## config.mk

```make
export PLATFORM = sky130hd
export DESIGN_NAME = pulse_blinker
export DESIGN_NICKNAME = d
export VERILOG_FILES = /design/src/rtl/blink_pkg.sv /design/src/rtl/blink_timer.sv /design/src/rtl/pulse_blinker.sv
export SDC_FILE = /design/constraint.sdc
export NUM_CORES = 1
export LEC_CHECK = 0
export CAP_MARGIN = 20
export CORE_MARGIN = 2
export CORE_UTILIZATION = 55
export DETAILED_ROUTE_END_ITERATION = 12
export PLACE_DENSITY = 0.72
export REMOVE_ABC_BUFFERS = 1
export SYNTH_ARGS = -nofsm -noshare
export SYNTH_HDL_FRONTEND = slang
export SYNTH_HIERARCHICAL = 1
export SYNTH_SLANG_ARGS = --single-unit
```

## constraint.sdc

```tcl
create_clock -name clk -period 7.2 [get_ports clk]
set_clock_uncertainty 0.2 [all_clocks]
set_input_delay 1.8 -clock clk [delete_from_list [all_inputs] [get_ports clk]]
set_output_delay 1.8 -clock clk [all_outputs]
set_load 0.01 [all_outputs]
```

## src/rtl/blink_pkg.sv

```systemverilog
// Shared state encoding, default timing constants and helpers for the pulse blinker.
package blink_pkg;

  localparam int unsigned ON_CYCLES_DEF  = 100000;
  localparam int unsigned GAP_CYCLES_DEF = 50000;
  localparam int unsigned MAX_PEND_DEF   = 15;
  localparam int unsigned PEND_W_DEF     = 4;

  typedef enum logic [1:0] {
    IDLE = 2'd0,
    ON   = 2'd1,
    GAP  = 2'd2
  } blink_state_e;

  function automatic int unsigned max_u(input int unsigned a, input int unsigned b);
    return (a > b) ? a : b;
  endfunction

endpackage

```

## src/rtl/blink_timer.sv

```systemverilog
// Loadable down-counter that flags the last cycle of a phase; holds at zero once expired.
module blink_timer #(
  parameter int unsigned W = 1
) (
  input  logic         clk,
  input  logic         rst_n,
  input  logic         i_load,
  input  logic [W-1:0] i_load_val,
  output logic         o_done_c
);

  logic [W-1:0] r_cnt;

  always_ff @(posedge clk or negedge rst_n) begin
    if (!rst_n) begin
      r_cnt <= '0;
    end else if (i_load) begin
      r_cnt <= i_load_val;
    end else if (r_cnt != '0) begin
      r_cnt <= r_cnt - W'(1);
    end
  end

  assign o_done_c = (r_cnt == '0);

endmodule

```

## src/rtl/pulse_blinker.sv

```systemverilog
// Stretches one-cycle event strobes into fixed ON/GAP blinks, queueing events that
// arrive while a blink is in progress.
module pulse_blinker
  import blink_pkg::*;
#(
  parameter int unsigned ON_CYCLES  = ON_CYCLES_DEF,
  parameter int unsigned GAP_CYCLES = GAP_CYCLES_DEF,
  parameter int unsigned MAX_PEND   = MAX_PEND_DEF,
  parameter int unsigned PEND_W     = PEND_W_DEF
) (
  input  logic              clk,
  input  logic              rst_n,
  input  logic              pulse_in,
  input  logic              clear,
  output logic              level_out,
  output logic              busy,
  output logic [PEND_W-1:0] pend_cnt,
  output logic              overflow
);

  localparam int unsigned TMR_W = $clog2(max_u(ON_CYCLES, GAP_CYCLES) + 1);

  blink_state_e      r_state, w_state_nxt;
  logic [PEND_W-1:0] r_pend, w_pend_nxt;
  logic              r_ovf, w_ovf_nxt;
  logic              r_level, r_busy;
  logic              w_load;
  logic [TMR_W-1:0]  w_load_val;
  logic              w_done;
  logic              w_room;

  blink_timer #(.W(TMR_W)) u_timer (
    .clk        (clk),
    .rst_n      (rst_n),
    .i_load     (w_load),
    .i_load_val (w_load_val),
    .o_done_c   (w_done)
  );

  always_ff @(posedge clk or negedge rst_n) begin
    if (!rst_n) begin
      r_state <= IDLE;
      r_pend  <= '0;
      r_ovf   <= 1'b0;
      r_level <= 1'b0;
      r_busy  <= 1'b0;
    end else begin
      r_state <= w_state_nxt;
      r_pend  <= w_pend_nxt;
      r_ovf   <= w_ovf_nxt;
      r_level <= (w_state_nxt == ON);
      r_busy  <= (w_state_nxt != IDLE);
    end
  end

  assign w_room = (r_pend < PEND_W'(MAX_PEND));

  // Timer is reloaded on every state entry; loading zero on IDLE keeps it parked.
  always_comb begin
    w_state_nxt = r_state;
    w_pend_nxt  = r_pend;
    w_ovf_nxt   = r_ovf;
    w_load      = 1'b0;
    w_load_val  = '0;
    if (clear) begin
      w_state_nxt = IDLE;
      w_pend_nxt  = '0;
      w_ovf_nxt   = 1'b0;
      w_load      = 1'b1;
    end else begin
      case (r_state)
        IDLE: begin
          if (pulse_in) begin
            w_state_nxt = ON;
            w_load      = 1'b1;
            w_load_val  = TMR_W'(ON_CYCLES - 1);
          end
        end
        ON: begin
          if (pulse_in) begin
            if (w_room) w_pend_nxt = r_pend + PEND_W'(1);
            else        w_ovf_nxt  = 1'b1;
          end
          if (w_done) begin
            w_state_nxt = GAP;
            w_load      = 1'b1;
            w_load_val  = TMR_W'(GAP_CYCLES - 1);
          end
        end
        GAP: begin
          if (w_done) begin
            w_load = 1'b1;
            if ((r_pend != '0) || pulse_in) begin
              // A strobe on the final gap cycle replaces the dequeue, so no overflow here.
              w_state_nxt = ON;
              w_load_val  = TMR_W'(ON_CYCLES - 1);
              if ((r_pend != '0) && !pulse_in) w_pend_nxt = r_pend - PEND_W'(1);
            end else begin
              w_state_nxt = IDLE;
            end
          end else if (pulse_in) begin
            if (w_room) w_pend_nxt = r_pend + PEND_W'(1);
            else        w_ovf_nxt  = 1'b1;
          end
        end
        default: begin
          w_state_nxt = IDLE;
          w_pend_nxt  = '0;
          w_load      = 1'b1;
        end
      endcase
    end
  end

  assign level_out = r_level;
  assign busy      = r_busy;
  assign pend_cnt  = r_pend;
  assign overflow  = r_ovf;

endmodule
```

==> impl_metrics.env <==
export IMPL_grt_pass1_wl_um=7300
export IMPL_cap_violations=0
export IMPL_cts_resized=0
export IMPL_critical_path_slowest_cell="clkdlybuf4s50_1"
export IMPL_combPwrFrac_pct=29.8
export IMPL_r2r_slack_ns=3.82
export IMPL_hold_viol=0
export IMPL_p_per_area_mw_per_mm2=173
export IMPL_drtAntennaViolNets=0
export IMPL_hold_class="reg2reg"
export IMPL_max_freq_mhz=273
export IMPL_min_to="overflow"
export IMPL_die_area_sq_mm=0.00393
export IMPL_start_util_pct=57.1
export IMPL_row_count=21
export IMPL_critPathCaptureType="register"
export IMPL_hold_buffers=0
export IMPL_regArea_sq_um=651
export IMPL_root_buffer="clkbuf_4"
export IMPL_finalCriticalPeriod_ns=3.66
export IMPL_p_clk_share_pct=20.6
export IMPL_p_leak_nw=0.819
export IMPL_drtIter0Drc=142
export IMPL_post_cts_buffers=0
export IMPL_cts_sinks=26
export IMPL_slew_viol_final=0
export IMPL_h_tree_depth=1
export IMPL_crit_chain="clkdlybuf4s50_1, inv_1, o22ai_1, and2_1, or2_1, nand2b_1, o31a_1"
export IMPL_nFillCells=313
export IMPL_antenna_found_initial=0
export IMPL_setup_violations_final=0
export IMPL_ys_flop_type="dfrtp_1"
export IMPL_synth_seq_cells=26
export IMPL_clk_pin_slew_ns=0.14
export IMPL_syn_area_sq_mm=0.00189
export IMPL_fin_cells=260
export IMPL_r2r_cells=12
export IMPL_relSlewSlack_pct=54.7
export IMPL_drive_above_1_share_pct=9.81
export IMPL_outcome="finished, final reports clean"
export IMPL_power_net_switching_mw=0.121
export IMPL_postSynthAreaPerCell_sq_um=9.23
export IMPL_cts_tree="done"
export IMPL_netlist_instances=205
export IMPL_dr_pass1_iters=4
export IMPL_coreArea_sq_mm=0.00331
export IMPL_grtUsageTotal_pct=22.6
export IMPL_io_buffers=10
export IMPL_die_y_um=62.7
export IMPL_clk_insertion_delay_late_ns=0.31
export IMPL_swShare_pct=33.7
export IMPL_worstHoldPathCells=2
export IMPL_dieWidth_um=62.7
export IMPL_layout_common_cells="26 x dfrtp_1, 23 x nand2_1, 14 x o31ai_1, 13 x inv_1"
export IMPL_gp_congestion=0.898
export IMPL_synth_edf_count=0
export IMPL_vdd_drop_max_uv=91.3
export IMPL_grt_pass1_vias=1607
export IMPL_cp_slowest_stage_delay_ns=0.73
export IMPL_r2r_end="u_timer/r_cnt[15]"
export IMPL_antenna_cells=0
export IMPL_layout_commonest_cell="dfrtp_1"
export IMPL_ys_warnings_count=6
export IMPL_area_growth_pct=9.26
export IMPL_intPower_mw=0.237
export IMPL_pin_count=11
export IMPL_period_share_pct=50.9
export IMPL_critPathLaunchType="input port"
export IMPL_ys_types=64
export IMPL_multi_input_area_sq_mm=0.00113
export IMPL_via_count=1575
export IMPL_ys_async_sr_fraction_pct=100
export IMPL_grt_max_degree=37
export IMPL_worstSetupPathType="in2reg"
export IMPL_yosysSeqAreaShare_pct=34.4
export IMPL_avgRoutedWirePerCell_um=15.3
export IMPL_clock_path_buffers=2
export IMPL_rsz0062_at_grt="no"
export IMPL_drc_errors=0
export IMPL_arrival_ns=3.73
export IMPL_place_hpwl_um=2950
export IMPL_max_slew_worst_pin_slew_ns=0.670
export IMPL_vias_per_cell=6.06
export IMPL_critPathRequiredTime_ns=7.27
export IMPL_setup_tns_ns=0
export IMPL_reg2reg_from="u_timer/r_cnt[0]"
export IMPL_routed_wl_um=3980
export IMPL_holdWs_ns=0.335
export IMPL_hold_start="overflow"
export IMPL_final_util_pct=62.4
export IMPL_grt_overflow=0
export IMPL_post_place_cells=255
export IMPL_sequentialPowerShare_pct=49.6
export IMPL_cts_buffers=3
export IMPL_layout_nets=227
export IMPL_crit_fanout=11
==> power by group through the flow <==
stage / sequential (mW) / clock [mW] / combinational (mW)
2_1_floorplan: 0.177 / 0 / 0.0789
3_5_place_dp: 0.180 / 0 / 0.103
3_3_place_gp: 0.179 / 0 / 0.101
4_1_cts: 0.177 / 0.0767 / 0.104
6_report: 0.177 / 0.0737 / 0.107
5_1_grt: 0.180 / 0.0835 / 0.120
==> flip-flops by register name, summed over array words and instances, names as in the netlist <==
| signal | cells |
|---|---|
| level_out | 1 |
| overflow | 1 |
| u_timer/r_cnt | 17 |
| r_state | 2 |
| pend_cnt | 4 |
| busy | 1 |
==> cell type report <==
type / instances / share of cell area [%]
Multi-Input combinational cell: 158 / 54.7
Sequential cell: 26 / 31.5
Timing Repair Buffer: 13 / 6.90
Tap cell: 46 / 2.78
Inverter: 13 / 2.36
Clock buffer: 4 / 1.76
==> critical path, delay by kind of cell <==
family                 cells  cell delay (ns)
AND/OR/NAND/NOR            3             0.68
buffers and inverters      2             0.89
AO/OA/AOI/OAI              2             0.36
==> layer usage <==
metal | GRT usage (%) | vias to the layer above | part of all wire (%)
li1 | - | 767 | -
met1 | 30.2 | 759 | 44
met2 | 38.0 | 41 | 51
met3 | 1.98 | 8 | 3.0
met4 | 8.89 | 0 | 1.8
met5 | 0 | - | 0
==> logic make-up (layout without fill, tap and decap cells) <==
kind of cell             Yosys count  count (layout)  synth area share (%)
AO/OA/AOI/OAI                     54              54                  22.6
XOR/XNOR                          11              11                  5.09
adder cells (fa/ha/maj)            8               8                  5.29
buffers and inverters             24              30                  6.42
flip-flops                        26              26                  34.4
other                              1               4                 0.198
AND/OR/NAND/NOR                   81              81                  26.1
==> synthesized netlist by cell type, drive strengths merged (2+ instances only) <==
cell | instances | share of area (%)
o31ai | 15 | 6.2
nand3 | 2 | 0.53
nor3 | 6 | 1.9
buf | 7 | 3.0
o21ai | 5 | 1.3
clkbuf | 4 | 0.79
xnor2 | 8 | 3.7
dfrtp | 26 | 34
and2 | 3 | 1.1
nand2b | 6 | 2.0
or3 | 3 | 0.99
ha | 8 | 5.3
o221ai | 2 | 0.93
a211oi | 2 | 0.79
nor4 | 7 | 3.1
or4 | 2 | 0.79
and3b | 2 | 0.93
xor2 | 3 | 1.4
nor4b | 3 | 2.1
nor2 | 11 | 2.3
a22oi | 2 | 1.1
nor2b | 2 | 1.1
a21oi | 7 | 2.1
inv | 13 | 2.6
nor3b | 2 | 1.1
a21boi | 3 | 1.2
and3 | 3 | 0.99
o41ai | 2 | 0.93
o32ai | 2 | 0.93
nand2 | 23 | 4.6
==> worst max path at each step <==
stage | start | to | slack (ns) | cells past startpoint
3_3_place_gp | clear | u_timer/r_cnt[13] | 2.96 | 5
2_1_floorplan | u_timer/r_cnt[0] | u_timer/r_cnt[13] | 3.79 | 9
4_1_cts | clear | u_timer/r_cnt[13] | 3.21 | 5
5_1_grt | pulse_in | u_timer/r_cnt[15] | 3.48 | 7
3_5_place_dp | clear | u_timer/r_cnt[13] | 2.86 | 5
6_report | pulse_in | u_timer/r_cnt[15] | 3.54 | 7
==> through the flow <==
| stage | worst slack (ns) | power (mW) | area (sq um) |
|---|---|---|---|
| after floorplan | 3.79 | 0.255 | 1830 |
| after CTS | 3.21 | 0.358 | 2040 |
| final | 3.54 | 0.358 | 2070 |
| after global placement | 2.96 | 0.280 | 2000 |
| after detailed placement | 2.86 | 0.283 | 2000 |
| after global routing | 3.48 | 0.383 | 2070 |
Note: power is estimated with default switching activity, not from simulation.
